===== config.mk =====
export PLATFORM = sky130hd
export DESIGN_NAME = rr_priority_arbiter_8
export DESIGN_NICKNAME = d
export VERILOG_FILES = /design/src/rtl/rr_priority_arbiter_8.sv
export SDC_FILE = /design/constraint.sdc
export NUM_CORES = 1
export LEC_CHECK = 0
export ABC_CLOCK_PERIOD_IN_PS = 3150
export BUFFER_PORTS_ARGS = -buffer_cell sky130_fd_sc_hd__buf_2
export CAP_MARGIN = 20
export CELL_PAD_IN_SITES_DETAIL_PLACEMENT = 2
export CELL_PAD_IN_SITES_GLOBAL_PLACEMENT = 2
export CORE_MARGIN = 1
export CORE_UTILIZATION = 36
export DETAILED_ROUTE_END_ITERATION = 10
export PLACE_DENSITY_LB_ADDON = 0.2
export SYNTH_ARGS = -nofsm -noshare
export SYNTH_HDL_FRONTEND = slang
export SYNTH_SLANG_ARGS = --single-unit

===== constraint.sdc =====
create_clock -name clk -period 3.15 [get_ports clk]
set_input_delay 0.4725 -clock clk [delete_from_list [all_inputs] [get_ports clk]]
set_output_delay 0.4725 -clock clk [all_outputs]
set_load 0.02 [all_outputs]

===== src/rtl/rr_priority_arbiter_8.sv =====
// rtl/rr_priority_arbiter_8.sv - eight-requester arbiter with fixed/round-robin priority, hold limit and turnaround gap
module rr_priority_arbiter_8 #(
  parameter int MAX_HOLD = 16,
  parameter int HOLD_W   = 5
) (
  input  logic       clk,
  input  logic       rst_n,
  input  logic       en,
  input  logic       mode,
  input  logic [7:0] req,
  output logic [7:0] gnt,
  output logic [2:0] gnt_id,
  output logic       gnt_valid,
  output logic       timeout
);

  typedef enum logic [1:0] {IDLE, GRANT, GAP} state_t;

  state_t            state, state_next;
  logic [HOLD_W-1:0] hold_cnt, hold_next;
  logic [2:0]        last_id, last_next, id_next;
  logic [2:0]        winner, idx;
  logic [7:0]        gnt_next;
  logic              timeout_next;
  logic              found;
  logic              arb_ok;
  logic              hold_done;

  assign arb_ok    = en && (req != 8'd0);
  assign hold_done = (hold_cnt == HOLD_W'(MAX_HOLD));

  // Round-robin walks downward from last_id-1 and wraps, so last_id itself is tried last.
  always_comb begin
    winner = 3'd0;
    found  = 1'b0;
    idx    = 3'd0;
    for (int k = 1; k <= 8; k++) begin
      idx = mode ? (last_id - 3'(k)) : 3'(8 - k);
      if (!found && req[idx]) begin
        winner = idx;
        found  = 1'b1;
      end
    end
  end

  always_ff @(posedge clk or negedge rst_n) begin
    if (!rst_n) begin
      state     <= IDLE;
      gnt       <= 8'd0;
      gnt_id    <= 3'd0;
      gnt_valid <= 1'b0;
      timeout   <= 1'b0;
      hold_cnt  <= '0;
      last_id   <= 3'd0;
    end else begin
      state     <= state_next;
      gnt       <= gnt_next;
      gnt_id    <= id_next;
      gnt_valid <= |gnt_next;
      timeout   <= timeout_next;
      hold_cnt  <= hold_next;
      last_id   <= last_next;
    end
  end

  // en has priority over release, and release over timeout.
  always_comb begin
    state_next = state;
    case (state)
      IDLE, GAP: state_next = arb_ok ? GRANT : IDLE;
      GRANT: begin
        if (!en)                state_next = IDLE;
        else if (!req[gnt_id])  state_next = GAP;
        else if (hold_done)     state_next = GAP;
        else                    state_next = GRANT;
      end
      default: state_next = IDLE;
    endcase
  end

  always_comb begin
    gnt_next     = gnt;
    id_next      = gnt_id;
    hold_next    = hold_cnt;
    last_next    = last_id;
    timeout_next = 1'b0;
    case (state)
      IDLE, GAP: begin
        if (arb_ok) begin
          gnt_next  = 8'd1 << winner;
          id_next   = winner;
          last_next = winner;
          hold_next = HOLD_W'(1);
        end else begin
          gnt_next = 8'd0;
        end
      end
      GRANT: begin
        if (state_next == GRANT) begin
          hold_next = hold_cnt + HOLD_W'(1);
        end else begin
          gnt_next     = 8'd0;
          timeout_next = en && req[gnt_id] && hold_done;
        end
      end
      default: gnt_next = 8'd0;
    endcase
  end

  a_gnt_shape: assert property (@(posedge clk) disable iff (!rst_n)
    $onehot0(gnt) && (gnt_valid == (|gnt)));

endmodule


* Word level (Yosys, flattened, before mapping)
Index checks and enable logic that the tools add are counted.
** Operators by class
- Order comparisons :: 9
- Add/subtract/negate cells :: 8
- Reductions and logical operators :: 24
- Equal/unequal tests :: 6
- Shift-type cells :: 1
- Mux-type cells :: 54
** Operators with widths (number)
- 2-to-1 mux 3 bit :: 16
- < comparator 3 x 4 -> 1 bit (second input constant) :: 9
- binary-select mux 1 bit (select 3 bit) :: 9
- 2-to-1 mux 1 bit :: 19
- 2-to-1 mux 8 bit :: 2
- case mux 8 bit (2 select lines) :: 1
- subtractor 3 bit (second input constant) :: 4
- logical AND 1 bit :: 10
- 2-to-1 mux 5 bit :: 2
- case mux 5 bit (2 select lines) :: 1
- nonzero test 8 bit :: 1
- OR reduction 8 bit :: 1
- left shift 1 x 3 -> 8 bit (first input constant) :: 1
- logical NOT 1 bit :: 7
- 2-to-1 mux 2 bit :: 3
- subtractor 3 x 2 -> 3 bit (second input constant) :: 2
- adder 5 x 1 -> 5 bit (second input constant) :: 1
- equality test 5 bit (second input constant) :: 1
- equality test 2 x 1 -> 1 bit (second input constant) :: 2
- inequality test 2 bit (second input constant) :: 2
- case mux 2 bit (2 select lines) :: 1
- AND reduction 3 bit :: 1
- subtractor 3 x 1 -> 3 bit (second input constant) :: 1
- equality test 2 bit (second input constant) :: 1
- other kinds (4) :: 4
** Storage, ports and cells
- Word-level logic and storage cells :: 108
- Output and inout bits :: 13
- Input port bits :: 12
- Bits in registers :: 20

* Logic depth before layout (Yosys ltp)
Gate-level depths: netlist of run 1.
- Depth in word-level cells :: 30
- Depth in mapped cells :: 12
- Gate-level depth less buffers :: 9

* Worst setup path after synthesis of run 1
Ideal clock, no wire load.
- Path type :: flip-flop to flip-flop
- From :: register last_id[0]
- To :: register gnt[3]
- Setup time :: 96 ps
- Arrival time :: 2745 ps
- Cell stages (with the launch flop) :: 12
- Period minus slack after synthesis :: 2841 ps
- Buffers on the path :: 2
- Setup slack :: 309 ps
- Required time :: 3054 ps
- Cells stage by stage :: dfrtp_1 -> buf_6 -> buf_6 -> inv_1 -> ha_1 -> and2_1 -> a211o_2 -> o211a_1 -> nor4_4 -> and3_1 -> o22ai_2 -> o31ai_1
** Between the ends
- Word-level cells in the longest chain between the ends :: 29
- Elaborated cells between the ends (all ways) :: 70
- Classes of those cells :: add/sub: 7; eq/ne: 1; shift: 1; mux: 47; reduce/logical: 14
** RTL lines
- from (decl) :: RTL line 21 : logic [2:0] last_id, last_next, id_next;
- from (signal assigned) :: RTL line 62 : last_id <= last_next;
- subtractor 3 x 1 -> 3 bit :: RTL line 38 : idx = mode ? (last_id - 3'(k)) : 3'(8 - k);
- 2-to-1 mux 3 bit :: RTL line 38
- binary-select mux 1 bit (select 3 bit) :: RTL line 39 : if (!found && req[idx]) begin
- 2-to-1 mux 1 bit (not written as such) :: RTL line 39
- 2-to-1 mux 1 bit :: RTL line 39
- logical NOT 1 bit :: RTL line 39
- logical AND 1 bit :: RTL line 39
- 2-to-1 mux 1 bit :: RTL line 39
- (+14 left out)
- 2-to-1 mux 1 bit :: RTL line 39
- logical NOT 1 bit :: RTL line 39
- logical AND 1 bit :: RTL line 39
- 2-to-1 mux 3 bit :: RTL line 39
- left shift 1 x 3 -> 8 bit :: RTL line 90 : gnt_next = 8'd1 << winner;
- 2-to-1 mux 8 bit :: RTL line 89 : if (arb_ok) begin
- case mux 8 bit (2 select lines) * :: RTL line 87 : case (state)
- via gnt_next[3] :: RTL line 23 : logic [7:0] gnt_next;
- to (signal assigned) :: RTL line 57 : gnt <= gnt_next;
- to (decl) :: RTL line 11 : output logic [7:0] gnt,
The timed path passes the listed nets; every way through them passes the cells marked *. The select of a mux whose other input is x is not followed.
A chain may end at the register's enable or synchronous reset.

* Worst setup path in the final report of run 1
- From :: register last_id[0]
- To :: register gnt[0]
Same word-level chain as after synthesis.

==> results_dict.tcl, run 1 <==
set metrics [dict create \
    status "finished clean" \
    cts_htree_levels 1 \
    leakage_nw 1.03 \
    first_global_vias 2222 \
    worst_pin_slew_ns 0.481 \
    synthToLayoutAreaGrowth_pct 13.3 \
    final_util_pct 42.2 \
    finalWorstSetupSlack_ns 0.230 \
    synth.distinct_cells 70 \
    cts_buffers 3 \
    maxCapViolCount 0 \
    vias 2035 \
    power_per_cell_area_nw_per_um2 954 \
    ys_seq_area_share_pct 24.6 \
    gp_congestion 0.841 \
    fmax_ghz 0.342 \
    setup-tns-final_ns 0 \
    cp.required_ns 3.31 \
    cp-start-kind "flop" \
    dp_hpwl_um 5430 \
    grt_pass1_wl_um 11400 \
    ff2ff_path_depth 9 \
    io_buffers 24 \
    ios 25 \
    fill_cells 657 \
    slew_violations 0 \
    peakVddDrop_v 0.000338 \
    wl_per_cell_um 21.1 \
    reg2reg_from "last_id[0]$_DFFE_PN0P_" \
    cpPeakStageDelay_ns 0.42 \
    drt_drc_violations_left 0 \
    avgViaCountPerCell 6.19 \
    synthArstFlopShare_pct 100 \
    grt_usage_pct 24.5 \
    skew_ns 0.00399 \
    rr_endpoint "gnt[0]$_DFF_PN0_" \
    first_iter_violations 66 \
    cp_num_buf_inv 1 \
    start_util_pct 37.2 \
    slew_headroom_pct 67.1 \
    fin_nets 274 \
    synth_area_um2 2040 \
    post-place-ws_ns 0.142 \
    arrival_ns 3.08 \
    cts.sinks 20 \
    antenna_found_initial 0 \
    syn-instance-count 230 \
    synth.net_count 246 \
    stdcell_count 329 \
    clockBufferDepth 2 \
    critPathKind "flop to flop" \
    crit_family "compound AO/OA/AOI/OAI gates" \
    antenna_left 0 \
    clkSlewWorstSetupHoldPaths_ns 0.07 \
    crit_fanout 7 \
    grt_start_max_net_pins 21 \
    cts_tree "built" \
    grt_overflow 0 \
    cts_root_buf "clkbuf_8" \
    syn_avg_cell_area_um2 8.86 \
    rows 27 \
    cts_resized 0 \
    synth_edf_count 0 \
    die_h_um 77.2 \
    ys_ff_latch 20 \
    rrSetupSlack_ns 0.23 \
    dp.cells 325 \
    period_needed_ns 2.92 \
    cts_setup_buffers 0 \
    crit_path_end_kind "flop" \
    wl_um 6960 \
    clock_latency_ns 0.26 \
    crit_chain "buf_4 > ha_1 > xnor2_1 > nor2_1 > a211oi_2 > a2111oi_1 > o311a_1 > or3b_4 > o31ai_1" \
    grt_setup_unrepaired "no" \
    hold_ws_ns 0.149 \
    fin_crit_sh_pct 92.7 \
    hold_viol 0 \
    die-width_um 77.2 \
    setup_viol 0 \
    ys_warn_count 0 \
    worst_path_max_delay_cell "or3b_4" \
    coreArea_um2 5470 \
    cts_hold_buf 0 \
    n_antenna_cell 0 \
    drive_above_1_share_pct 27.2 \
    die-area_um2 5960 \
    drt-pass1-iter-count 4 \
    ys_dominant_reg_cell "dfrtp_1" \
    worstHoldPathType "input pin to async pin" \
]
-- worst max path at each step --
stage | depth (start not counted) | startpoint | end
CTS | 9 | last_id[0]$_DFFE_PN0P_ | gnt[7]$_DFF_PN0_
global route | 9 | last_id[0]$_DFFE_PN0P_ | gnt[1]$_DFF_PN0_
floorplan | 11 | last_id[0]$_DFFE_PN0P_ | gnt[3]$_DFF_PN0_
finish | 9 | last_id[0]$_DFFE_PN0P_ | gnt[0]$_DFF_PN0_
detailed placement | 9 | last_id[0]$_DFFE_PN0P_ | gnt[1]$_DFF_PN0_
global placement | 9 | last_id[0]$_DFFE_PN0P_ | gnt[7]$_DFF_PN0_
-- cells in the mapped netlist, types with 2 or more instances --
library cell  number  area [µm²]
nand2_1           22        82.6
o22ai_1            2        12.5
a2111oi_0          2        17.5
o21ai_1            2        10.0
buf_4              2        15.0
nor4_1             5        31.3
a211oi_2           2        25.0
clkbuf_1           4        15.0
a21o_1             2        15.0
and2_0             2        12.5
and2_1             4        25.0
mux4_1             2        52.6
buf_6              6        67.6
buf_2              3        15.0
nand4_1            2        12.5
xor2_1             5        43.8
dfrtp_1           20         500
mux2_2             7        78.8
mux2i_1            5        50.1
o211ai_1           6        45.0
or2_2              3        18.8
a211oi_1           4        30.0
nor3_1             5        25.0
and3_1             9        56.3
o2bb2ai_1          2        17.5
nor2_1            17        63.8
a31oi_1            3        18.8
ha_1               4        50.1
a221oi_1           3        26.3
o31ai_1           11        82.6
a211o_2            2        20.0
xnor2_1            2        17.5
o32ai_1            2        17.5
or3_1              3        18.8
a21oi_1           15        75.1
inv_1              6        22.5
-- power by group --
group / switching [W] / internal, W
Combinational: 0.000983 / 0.000625
Sequential: 0.0000712 / 0.000327
Clock: 0.0000852 / 0.000111
Total: 0.00114 / 0.00106
-- flip-flops by register name, summed over array words and instances (netlist names) --
name,count
timeout,1
last_id,3
state,2
gnt_valid,1
hold_cnt,5
gnt,8
-- stage by stage --
stage | cell area [µm²] | total power (W)
5_1_grt | 2310 | 0.00236
3_3_place_gp | 2240 | 0.00194
2_1_floorplan | 2040 | 0.00153
6_report | 2310 | 0.00220
4_1_cts | 2290 | 0.00218
3_5_place_dp | 2240 | 0.00197
-- final cells by class --
cell class / count / area, µm² / share of cell area (%)
inverters: 6 / 22.5 / 0.976
multi-input cells: 189 / 1420 / 61.3
flip-flops and latches: 20 / 500 / 21.7
clock buffers: 4 / 55.1 / 2.38
repair buffers: 38 / 225 / 9.76
well taps: 72 / 90.1 / 3.90
-- cell families (layout without fill, tap and decap cells) --
group	after synthesis	count (layout)	share of synthesized area [%]
AO/OA/AOI/OAI	78	78	30.5
XOR/XNOR	7	7	3.01
adder cells (fa/ha/maj)	4	4	2.46
buffers and inverters	21	48	6.63
flip-flops	20	20	24.6
multiplexers	15	15	10.0
AND/OR/NAND/NOR	85	85	22.9
-- cells in the final DEF (no fill, tap or decap), drive strengths merged, types with 3 or more instances in the layout --
master	n
buf	38
nand2	23
dfrtp	20
nor2	17
a21oi	15
o31ai	11
and3	9
mux2	7
inv	6
o211ai	6
nor4	6
nor3	6
a211oi	6
and2	6
xor2	5
mux2i	5
or2	5
ha	4
clkbuf	4
a221oi	4
a2111oi	4
or3	3
a31oi	3
a211o	3
o22ai	3
o21ai	3
mux4	3
-- layer usage --
layer,vias to the layer above,track usage [%],wire length [µm]
met4,0,11.9,289
met3,21,1.55,132
met5,-,0,0
li1,947,-,-
met1,1024,29.6,3090
met2,43,43.9,3450
Note: power is estimated with default switching activity, not from simulation.
==> inputs of run 2 (changes only) <==
- ABC_AREA: default -> 1
- CORE_UTILIZATION: 36 -> 31
==> results_dict.tcl, run 2 <==
set metrics [dict create \
    status "finished clean" \
    avgViaCountPerCell 5.25 \
    ys_dominant_reg_cell "dfrtp_1" \
    ys_ff_latch 20 \
    gp_congestion 0.900 \
    die-width_um 81.6 \
    skew_ns 0.00324 \
    final_util_pct 37.0 \
    vias 2237 \
    start_util_pct 32.6 \
    drt_drc_violations_left 0 \
    synth_area_um2 1960 \
    synthTopCellsByCount "79 x nand2_1, 62 x nand3_1, 43 x inv_1" \
    layout_commonest_cell "nand2_1" \
    worst_pin_slew_ns 0.461 \
    crit_top_cell "nand2_1" \
    peakVddDrop_v 0.000361 \
    synth.distinct_cells 26 \
    clockBufferDepth 2 \
    syn-instance-count 325 \
    dp_hpwl_um 5610 \
    crit_path_end_kind "flop" \
    cp_num_buf_inv 2 \
    worst_path_max_delay_cell "dfrtp_2" \
    clock_latency_ns 0.26 \
    place_area_um2 2140 \
    grt_usage_pct 22.4 \
    crit_family "simple AND/OR/NAND/NOR gates" \
    clkSlewWorstSetupHoldPaths_ns 0.08 \
    synth_top_area_share_pct 25.5 \
    fin_nets 368 \
    first_global_vias 2325 \
    groute.layer.met3.usage_pct 3.00 \
    cp.required_ns 3.31 \
    wl_um 6850 \
    crit_fanout 10 \
    grt_pass1_wl_um 11400 \
    arrival_ns 2.96 \
    antenna_found_initial 0 \
    antenna_left 0 \
    synthToLayoutAreaGrowth_pct 13.5 \
    leakage_nw 1.28 \
    ios 25 \
    drive_above_1_share_pct 17.4 \
    ys_warn_count 0 \
    coreArea_um2 6030 \
    reg_top3 "gnt x8, hold_cnt x5, last_id x3" \
    synth_edf_count 0 \
    synthTopCellsByArea "dfrtp_1 25%, nand3_1 16%, nand2_1 15%" \
    ys_seq_area_share_pct 25.5 \
    drt-pass1-iter-count 4 \
    largest_reg_flops 8 \
    cts.sinks 20 \
    synthArstFlopShare_pct 100 \
    cts_root_buf "clkbuf_8" \
    layout_common_cells "79 x nand2_1, 61 x nand3_1, 43 x inv_1" \
    synth_most_common_cell "nand2_1" \
    grt_setup_unrepaired "no" \
    use_met1_pct 29.2 \
    fmax_ghz 0.357 \
    power_per_cell_area_nw_per_um2 1070 \
    yosysTopAreaCell "dfrtp_1" \
    setup_viol 0 \
    slew_violations 0 \
    crit_chain "inv_1 > ha_1 > nand2_4 > inv_4 > nand3_1 > nand2_1 > nand2_1 > nand2_2 > nand3_1 > nand2_1 > nor2_1 > nand3_1 > nor2_1 > nand3_1 > nand2_1 > nor2_1 > nor2_1 > nand2_1 > nor2_1 > nand2_1" \
    slew_headroom_pct 69.0 \
    period_needed_ns 2.80 \
    hold_ws_ns 0.150 \
    setup-tns-final_ns 0 \
    cts_buffers 3 \
    fin_crit_sh_pct 88.9 \
    maxCapViolCount 0 \
    largest-register "gnt" \
    critPathKind "flop to flop" \
    die_h_um 81.6 \
    io_buffers 24 \
    grt_overflow 0 \
    hold_viol 0 \
    n_antenna_cell 0 \
    cts_tree "built" \
    cts_htree_levels 1 \
    first_iter_violations 65 \
    cpPeakStageDelay_ns 0.42 \
    fin_area_um2 2230 \
    worstHoldPathType "input pin to async pin" \
    die-area_um2 6660 \
    syn_avg_cell_area_um2 6.04 \
    grt_start_max_net_pins 21 \
    cp-start-kind "flop" \
    rows 28 \
    wl_per_cell_um 16.1 \
    use_met2_pct 41.0 \
    synth.net_count 341 \
    gr-max-usage-layer "met2" \
]
[run 2: cell count changes in the layout (fill, tap and decap cells not counted), sizes merged, moves of 7 or more]
| cell | change |
|---|---|
| nand2 | +65 |
| o31ai | -11 |
| mux2 | -7 |
| a21oi | -8 |
| inv | +45 |
| o21ai | +11 |
| nand3 | +64 |
| nand4 | +12 |
| buf | -11 |
| and3 | -9 |
| nor2 | +30 |
[run 2: final cells by class]
type / instances / area [µm²]
inverter: 54 / 205
sequential: 20 / 502
tap: 75 / 93.8
multi-input combinational: 246 / 1210
clock inverter: 1 / 30.0
fill: 811 / 3800
timing repair buffer: 27 / 143
clock buffer: 3 / 41.3
[run 2: through the flow]
| stage | std cells | setup slack, ns | power (W) |
|---|---|---|---|
| final | 426 | 0.350 | 0.00238 |
| after CTS | 425 | 0.224 | 0.00239 |
| after detailed placement | 421 | 0.215 | 0.00211 |
| after floorplan | 325 | 0.412 | 0.00165 |
| after global placement | 421 | 0.283 | 0.00204 |
| after global routing | 426 | 0.0931 | 0.00265 |
[run 2: path summary, 6_finish.rpt]
check	from	end	slack [ns]	depth (start not counted)
hold reg to reg	state[1]$_DFF_PN0_	timeout$_DFF_PN0_	0.52	2
hold / removal	rst_n	gnt_valid$_DFF_PN0_	0.15	1
setup / recovery	last_id[1]$_DFFE_PN0P_	gnt_valid$_DFF_PN0_	0.35	20
max in group asynchronous	rst_n	last_id[1]$_DFFE_PN0P_	2.65	1
setup reg to reg	last_id[1]$_DFFE_PN0P_	gnt_valid$_DFF_PN0_	0.35	20
min in group clk	en	timeout$_DFF_PN0_	0.49	3
[run 2: cells by family (layout without fill, tap and decap cells)]
logic type / count (synthesis) / in the layout / synth area share [%]
simple gates: 220 / 220 / 53.0
buf+inv: 59 / 85 / 12.9
compound gates: 21 / 21 / 5.54
flops: 20 / 20 / 25.5
fa+ha+maj: 4 / 4 / 2.55
xor+xnor: 1 / 1 / 0.446
[run 2: report_power, final]
part,internal [W],switching [W],leakage [nW]
logic,0.000491,0.00121,0.980
registers,0.000346,0.0000677,0.264
clock network,0.000170,0.0000954,0.0357
[run 2: per-layer routing]
layer,routed length [µm],vias up
met2,3440,44
li1,-,1101
met4,19,0
met3,206,4
met1,3190,1088
met5,0,-
[run 2: timing repair]
| action | CTS | global route |
|---|---|---|
| gates resized for setup | 0 | 2 |
| hold buffers | 0 | 0 |
| endpoints found under the setup margin | 0 | 1 |
| buffers inserted | 0 | 1 |
